==> config.mk <==
export PLATFORM = sky130hd
export DESIGN_NAME = ps2_scancode_rx
export DESIGN_NICKNAME = d
export VERILOG_FILES = /design/src/rtl/ps2_scancode_rx.sv
export SDC_FILE = /design/constraint.sdc
export NUM_CORES = 1
export LEC_CHECK = 0
export BUFFER_PORTS_ARGS = -buffer_cell sky130_fd_sc_hd__buf_4
export CAP_MARGIN = 30
export CELL_PAD_IN_SITES_DETAIL_PLACEMENT = 1
export CELL_PAD_IN_SITES_GLOBAL_PLACEMENT = 1
export CORE_AREA = 2 2 39 41
export DETAILED_ROUTE_END_ITERATION = 8
export DIE_AREA = 0 0 41 43
export GPL_TIMING_DRIVEN = 0
export HOLD_SLACK_MARGIN = 0.12
export PLACE_DENSITY_LB_ADDON = 0.1
export SYNTH_ARGS = -nofsm -noshare
export SYNTH_HDL_FRONTEND = slang
export SYNTH_SLANG_ARGS = --single-unit
==> constraint.sdc <==
create_clock -name clk -period 1.1 [get_ports clk]
set_clock_uncertainty 0.2 [all_clocks]
set_input_delay 0.22 -clock clk [delete_from_list [all_inputs] [get_ports clk]]
set_output_delay 0.22 -clock clk [all_outputs]
set_load 0.02 [all_outputs]
==> src/rtl/ps2_scancode_rx.sv <==
// ps2_scancode_rx
//   PS/2 device-to-host receiver for the keyboard scancode path. The PS/2
//   clock and data lines are synchronised, the clock is glitch-filtered, and
//   11-bit frames (start, 8 data LSB first, odd parity, stop) are rebuilt on
//   each filtered falling edge. E0/F0 prefix bytes are folded into flags, and
//   one kb_interrupt pulse is emitted per completed key event.
//
// Optional feature macro: PS2_RX_ERRFLAG_EN
//   When defined, the frame_error port exists and pulses for one clk whenever
//   a frame is discarded (parity error, stop bit 0, or timeout).
//
// Parameters
//   FILTER_LEN      clk cycles the synchronised ps2clk must hold a new level
//                   before the filtered clock follows
//   TIMEOUT_CYCLES  clk cycles without a filtered fall mid-frame before abort
//
// Ports
//   clk          in     system clock
//   rst          in     synchronous, active-high reset
//   enable_rcv   in     1 = receive; 0 = host owns the bus, abort and ignore
//   ps2clk_ext   inout  PS/2 clock line, read only (driven 1'bz)
//   ps2data_ext  inout  PS/2 data line, read only (driven 1'bz)
//   kb_interrupt out    one-clk pulse: new key event valid
//   scancode     out    last delivered scancode, held until the next event
//   released     out    event was preceded by F0
//   extended     out    event was preceded by E0
//   frame_error  out    one-clk pulse per discarded frame (PS2_RX_ERRFLAG_EN)

module ps2_scancode_rx #(
    parameter int FILTER_LEN     = 8,
    parameter int TIMEOUT_CYCLES = 28000
) (
    input  logic       clk,
    input  logic       rst,
    input  logic       enable_rcv,
    inout  wire        ps2clk_ext,
    inout  wire        ps2data_ext,
    output logic       kb_interrupt,
    output logic [7:0] scancode,
    output logic       released,
    output logic       extended
`ifdef PS2_RX_ERRFLAG_EN
    ,
    output logic       frame_error
`endif
);

    localparam int FCW = (FILTER_LEN > 1) ? $clog2(FILTER_LEN) : 1;
    localparam int TCW = $clog2(TIMEOUT_CYCLES + 1);
    localparam logic [FCW-1:0] FILT_LAST = FCW'(FILTER_LEN - 1);
    localparam logic [TCW-1:0] TO_LAST   = TCW'(TIMEOUT_CYCLES - 1);

    typedef enum logic [1:0] {
        S_IDLE   = 2'd0,
        S_DATA   = 2'd1,
        S_PARITY = 2'd2,
        S_STOP   = 2'd3
    } state_t;

    // The receiver never drives the bus.
    assign ps2clk_ext  = 1'bz;
    assign ps2data_ext = 1'bz;

    logic [1:0]     r_clk_sync;
    logic [1:0]     r_dat_sync;
    logic           r_clk_filt;
    logic [FCW-1:0] r_filt_cnt;
    state_t         r_state;
    state_t         w_state_nxt;
    logic [2:0]     r_bit_cnt;
    logic [7:0]     r_shift;
    logic           r_parity;
    logic [TCW-1:0] r_to_cnt;
    logic           r_e0;
    logic           r_f0;
    logic           r_kb_int;
    logic [7:0]     r_scancode;
    logic           r_released;
    logic           r_extended;

    logic w_clk_s;
    logic w_dat_s;
    logic w_filt_flip;
    logic w_fall;
    logic w_frame_ok;
    logic w_frame_bad;
    logic w_timeout;
    logic w_discard;

    // Two-flop synchronisers; idle bus level is high.
    always_ff @(posedge clk) begin
        if (rst) begin
            r_clk_sync <= 2'b11;
            r_dat_sync <= 2'b11;
        end else begin
            r_clk_sync <= {r_clk_sync[0], ps2clk_ext};
            r_dat_sync <= {r_dat_sync[0], ps2data_ext};
        end
    end

    assign w_clk_s = r_clk_sync[1];
    assign w_dat_s = r_dat_sync[1];

    // The filtered clock flips on the FILTER_LEN-th consecutive sample that
    // differs from it; any agreeing sample restarts the count.
    assign w_filt_flip = (w_clk_s != r_clk_filt) && (r_filt_cnt == FILT_LAST);
    assign w_fall      = w_filt_flip && r_clk_filt;

    always_ff @(posedge clk) begin
        if (rst) begin
            r_clk_filt <= 1'b1;
            r_filt_cnt <= '0;
        end else if (w_clk_s == r_clk_filt) begin
            r_filt_cnt <= '0;
        end else if (w_filt_flip) begin
            r_clk_filt <= w_clk_s;
            r_filt_cnt <= '0;
        end else begin
            r_filt_cnt <= r_filt_cnt + FCW'(1);
        end
    end

    // Frame FSM state register.
    always_ff @(posedge clk) begin
        if (rst) begin
            r_state <= S_IDLE;
        end else begin
            r_state <= w_state_nxt;
        end
    end

    // Next state and frame verdicts. enable_rcv=0 overrides everything,
    // including a stop-bit fall in the same cycle.
    always_comb begin
        w_state_nxt = r_state;
        w_frame_ok  = 1'b0;
        w_frame_bad = 1'b0;
        w_timeout   = 1'b0;
        if (!enable_rcv) begin
            w_state_nxt = S_IDLE;
        end else if (w_fall) begin
            case (r_state)
                S_IDLE: begin
                    if (!w_dat_s) begin
                        w_state_nxt = S_DATA;
                    end
                end
                S_DATA: begin
                    if (r_bit_cnt == 3'd7) begin
                        w_state_nxt = S_PARITY;
                    end
                end
                S_PARITY: begin
                    w_state_nxt = S_STOP;
                end
                S_STOP: begin
                    w_state_nxt = S_IDLE;
                    if (w_dat_s && (^{r_shift, r_parity})) begin
                        w_frame_ok = 1'b1;
                    end else begin
                        w_frame_bad = 1'b1;
                    end
                end
                default: begin
                    w_state_nxt = S_IDLE;
                end
            endcase
        end else if ((r_state != S_IDLE) && (r_to_cnt == TO_LAST)) begin
            w_state_nxt = S_IDLE;
            w_timeout   = 1'b1;
        end
    end

    assign w_discard = w_frame_bad | w_timeout;

    // Frame datapath: bit counter, LSB-first shifter, parity capture.
    always_ff @(posedge clk) begin
        if (enable_rcv && w_fall) begin
            case (r_state)
                S_IDLE: begin
                    r_bit_cnt <= 3'd0;
                end
                S_DATA: begin
                    r_shift   <= {w_dat_s, r_shift[7:1]};
                    r_bit_cnt <= r_bit_cnt + 3'd1;
                end
                S_PARITY: begin
                    r_parity <= w_dat_s;
                end
                default: begin
                end
            endcase
        end
    end

    // Timeout counter: runs only mid-frame, reloaded by every fall.
    always_ff @(posedge clk) begin
        if (rst || !enable_rcv || (r_state == S_IDLE) || w_fall) begin
            r_to_cnt <= '0;
        end else if (r_to_cnt != TO_LAST) begin
            r_to_cnt <= r_to_cnt + TCW'(1);
        end
    end

    // Prefix folding and event delivery, one clk after the stop-bit fall.
    always_ff @(posedge clk) begin
        if (rst) begin
            r_e0       <= 1'b0;
            r_f0       <= 1'b0;
            r_kb_int   <= 1'b0;
            r_scancode <= 8'h00;
            r_released <= 1'b0;
            r_extended <= 1'b0;
        end else begin
            r_kb_int <= 1'b0;
            if (!enable_rcv || w_discard) begin
                r_e0 <= 1'b0;
                r_f0 <= 1'b0;
            end else if (w_frame_ok) begin
                case (r_shift)
                    8'hE0: r_e0 <= 1'b1;
                    8'hF0: r_f0 <= 1'b1;
                    default: begin
                        r_scancode <= r_shift;
                        r_released <= r_f0;
                        r_extended <= r_e0;
                        r_kb_int   <= 1'b1;
                        r_e0       <= 1'b0;
                        r_f0       <= 1'b0;
                    end
                endcase
            end
        end
    end

    assign kb_interrupt = r_kb_int;
    assign scancode     = r_scancode;
    assign released     = r_released;
    assign extended     = r_extended;

`ifdef PS2_RX_ERRFLAG_EN
    logic r_frame_error;

    // A bus takeover via enable_rcv=0 is not an error; w_discard is already
    // masked by enable_rcv in the FSM.
    always_ff @(posedge clk) begin
        if (rst) begin
            r_frame_error <= 1'b0;
        end else begin
            r_frame_error <= w_discard;
        end
    end

    assign frame_error = r_frame_error;
`endif

endmodule

==> impl_metrics.csv <==
group,metric,value,unit
sta,fmax,0.873,GHz
route,drc_errors,0,
critical_path,rr_startpoint,"scancode[5]",
final_layout,antenna_cells,0,
outcome,outcome,"finished with violations",
critical_path,worstSetupEndpointType,"output pin",
floorplan,core,1380,µm²
synth,synth_cell_types,5,
route,first_pass_iters,2,
route,initialDrtViolationCount,3,
cts,cts-htree-levels,1,
min_path,min_from,"rst",
final_layout,fin_nets,48,
route,vias,222,
floorplan,initial_core_util,0.221,
cts,clkTransAtPathRegs,70,ps
global_route,grt_antenna_before_repair,0,
sta,setup_violations,11,
floorplan,die_x,41,µm
global_route,grt_max_degree,7,
synth,yosysWarnings,0,
floorplan,placementRows,14,
sta,hold_viol,0,
outcome,violations,"setup timing",
cts,postCtsSetupBuffers,0,
route,drt-wirelength-per-cell,10.5,µm
run,drv_cap,0,
sta,slew_violations,0,
placement,io_buffers,12,
synth,netlist_instances,25,
sta,fin_crit_sh,1.04,
floorplan,die_area,1760,µm²
floorplan,die_y,43,µm
final_layout,nFillCells,158,
placement,place.gp.congestion,0.503,
global_route,grt_pass1_wl,1020,µm
route,vias_per_cell,3.70,
power_and_ir_drop,p_leak,0.000230,µW
cts,cts_tree,"yes",
sta,worst_hold_slack,182,ps
critical_path,slowest_delay,340,ps
global_route,grtUsageMet1,0.118,
power_and_ir_drop,irDropWorstVdd,584,µV
power_and_ir_drop,total_power,703,µW
critical_path,r2r-end,"scancode[5]",
cts,clock_latency,270,ps
critical_path,cp_top_family,"flip-flops",
global_route,grt_pass1_vias,227,
synth,synth-seq-cells,11,
cts,clockBufferDepth,2,
final_layout,drive_above_1_share,0.636,
sta,fin_ws,-46.0,ps
global_route,top_usage_layer,"met1",
sta,period_minus_slack,1150,ps
critical_path,path_cells,"buf_6",
synth,syn-cell-area,305,µm²
route,ant_nets,0,
critical_path,crit_fanout,2,
critical_path,crit_type,"reg -> out",
critical_path,startpoint_type,"flop",
cts,clock-sinks,11,
final_layout,stdcell_count,60,
min_path,hold_depth,3,
global_route,use_met2,0.109,
critical_path,worstRegToRegCells,1,
synth,avgSynthCellArea,12.2,µm²
cts,numCtsBuffers,3,
critical_path,cp.required,680,ps
placement,dpl_worst_slack,116,ps
critical_path,cpMaxStageDelayCell,"dfxtp_2",
sta,rsz0062_at_grt,"true",
global_route,grt_usage,0.0929,
global_route,grt_util_met3,0.0471,
placement,dpl.cell_count,55,
critical_path,reg2reg_slack,330,ps
synth,yosysSeqAreaShare,0.721,
route,wl,632,µm
min_path,min_path_type,"in -> reg",
critical_path,crit_buf_inv,1,
final_layout,syn_to_final_growth,68.4,%
floorplan,io_pins,16,
min_path,holdPathEnd,"scancode[2]",
cts,cts-root-buf,"clkbuf_4",
critical_path,crit_path_start,"released",
power_and_ir_drop,p_per_area,1370,nW/µm²
critical_path,crit_arrival,730,ps
global_route,grt.overflow.total,0,
==> sequential cells by signal (all words and copies together), names as in the netlist <==
signal,count
kb_interrupt,1
released,1
extended,1
scancode,8
==> layer usage <==
layer,share of wire,vias up
li1,-,107
met1,0.42,102
met2,0.47,11
met3,0.095,2
met4,0.0095,0
met5,0,-
==> layout make-up <==
class                   count  area [µm²]  area share
clock buffers               4        26.3      0.0511
repair buffers             13         141       0.275
multi-input cells          13        73.8       0.144
well taps                  16        20.0      0.0389
flip-flops and latches     11         234       0.455
plain buffers               3        18.8      0.0365
==> worst max path at each step <==
stage / endpoint / slack [ps] / cells past startpoint
floorplan: extended / 270 / 0
global placement: scancode[2] / 150 / 3
detailed placement: scancode[5] / 120 / 3
CTS: released / -50 / 1
global route: scancode[4] / -80 / 1
finish: released / -50 / 1
==> cells in the final DEF, fill, tap and decap left out <==
| cell type | count |
|---|---|
| dfxtp_2 | 11 |
| buf_6 | 11 |
| nor2b_1 | 10 |
| buf_4 | 3 |
| conb_1 | 3 |
| clkbuf_4 | 3 |
| clkbuf_1 | 2 |
| dlygate4sd3_1 | 1 |
==> synth_stat cells <==
master | instances | share of area
dfxtp_1 | 11 | 0.72
nor2b_1 | 10 | 0.20
buf_4 | 2 | 0.049
clkbuf_1 | 1 | 0.012
conb_1 | 1 | 0.012
==> metrics by stage <==
step | setup TNS [ps] | instance area [µm²] | util
after floorplan | 0 | 313 | -
after global placement | 0 | 423 | 0.306
after detailed placement | 0 | 423 | 0.306
after CTS | -447 | 514 | 0.372
after global routing | -727 | 514 | 0.372
final | -328 | 514 | 0.372
==> logic make-up (layout without fill, tap and decap cells) <==
family | after synthesis | count (layout) | synth area share
and+or+nand+nor | 10 | 10 | 0.205
DFF | 11 | 11 | 0.721
other | 1 | 3 | 0.0123
buffers and inverters | 3 | 20 | 0.0614
==> power by group <==
| part | internal (µW) | switching, µW | total, µW |
|---|---|---|---|
| Combinational | 13.7 | 16.7 | 30.3 |
| Clock | 140 | 132 | 272 |
| Sequential | 400 | 0.762 | 401 |
| Total | 554 | 149 | 703 |
==> repair_timing <==
action,4_1_cts,5_1_grt
endpoints found under the hold margin,4,4
hold buffers,1,1
endpoints found under the setup margin,11,13
resized for setup,22,0
No activity file was read; power rests on OpenSTA's default activity.
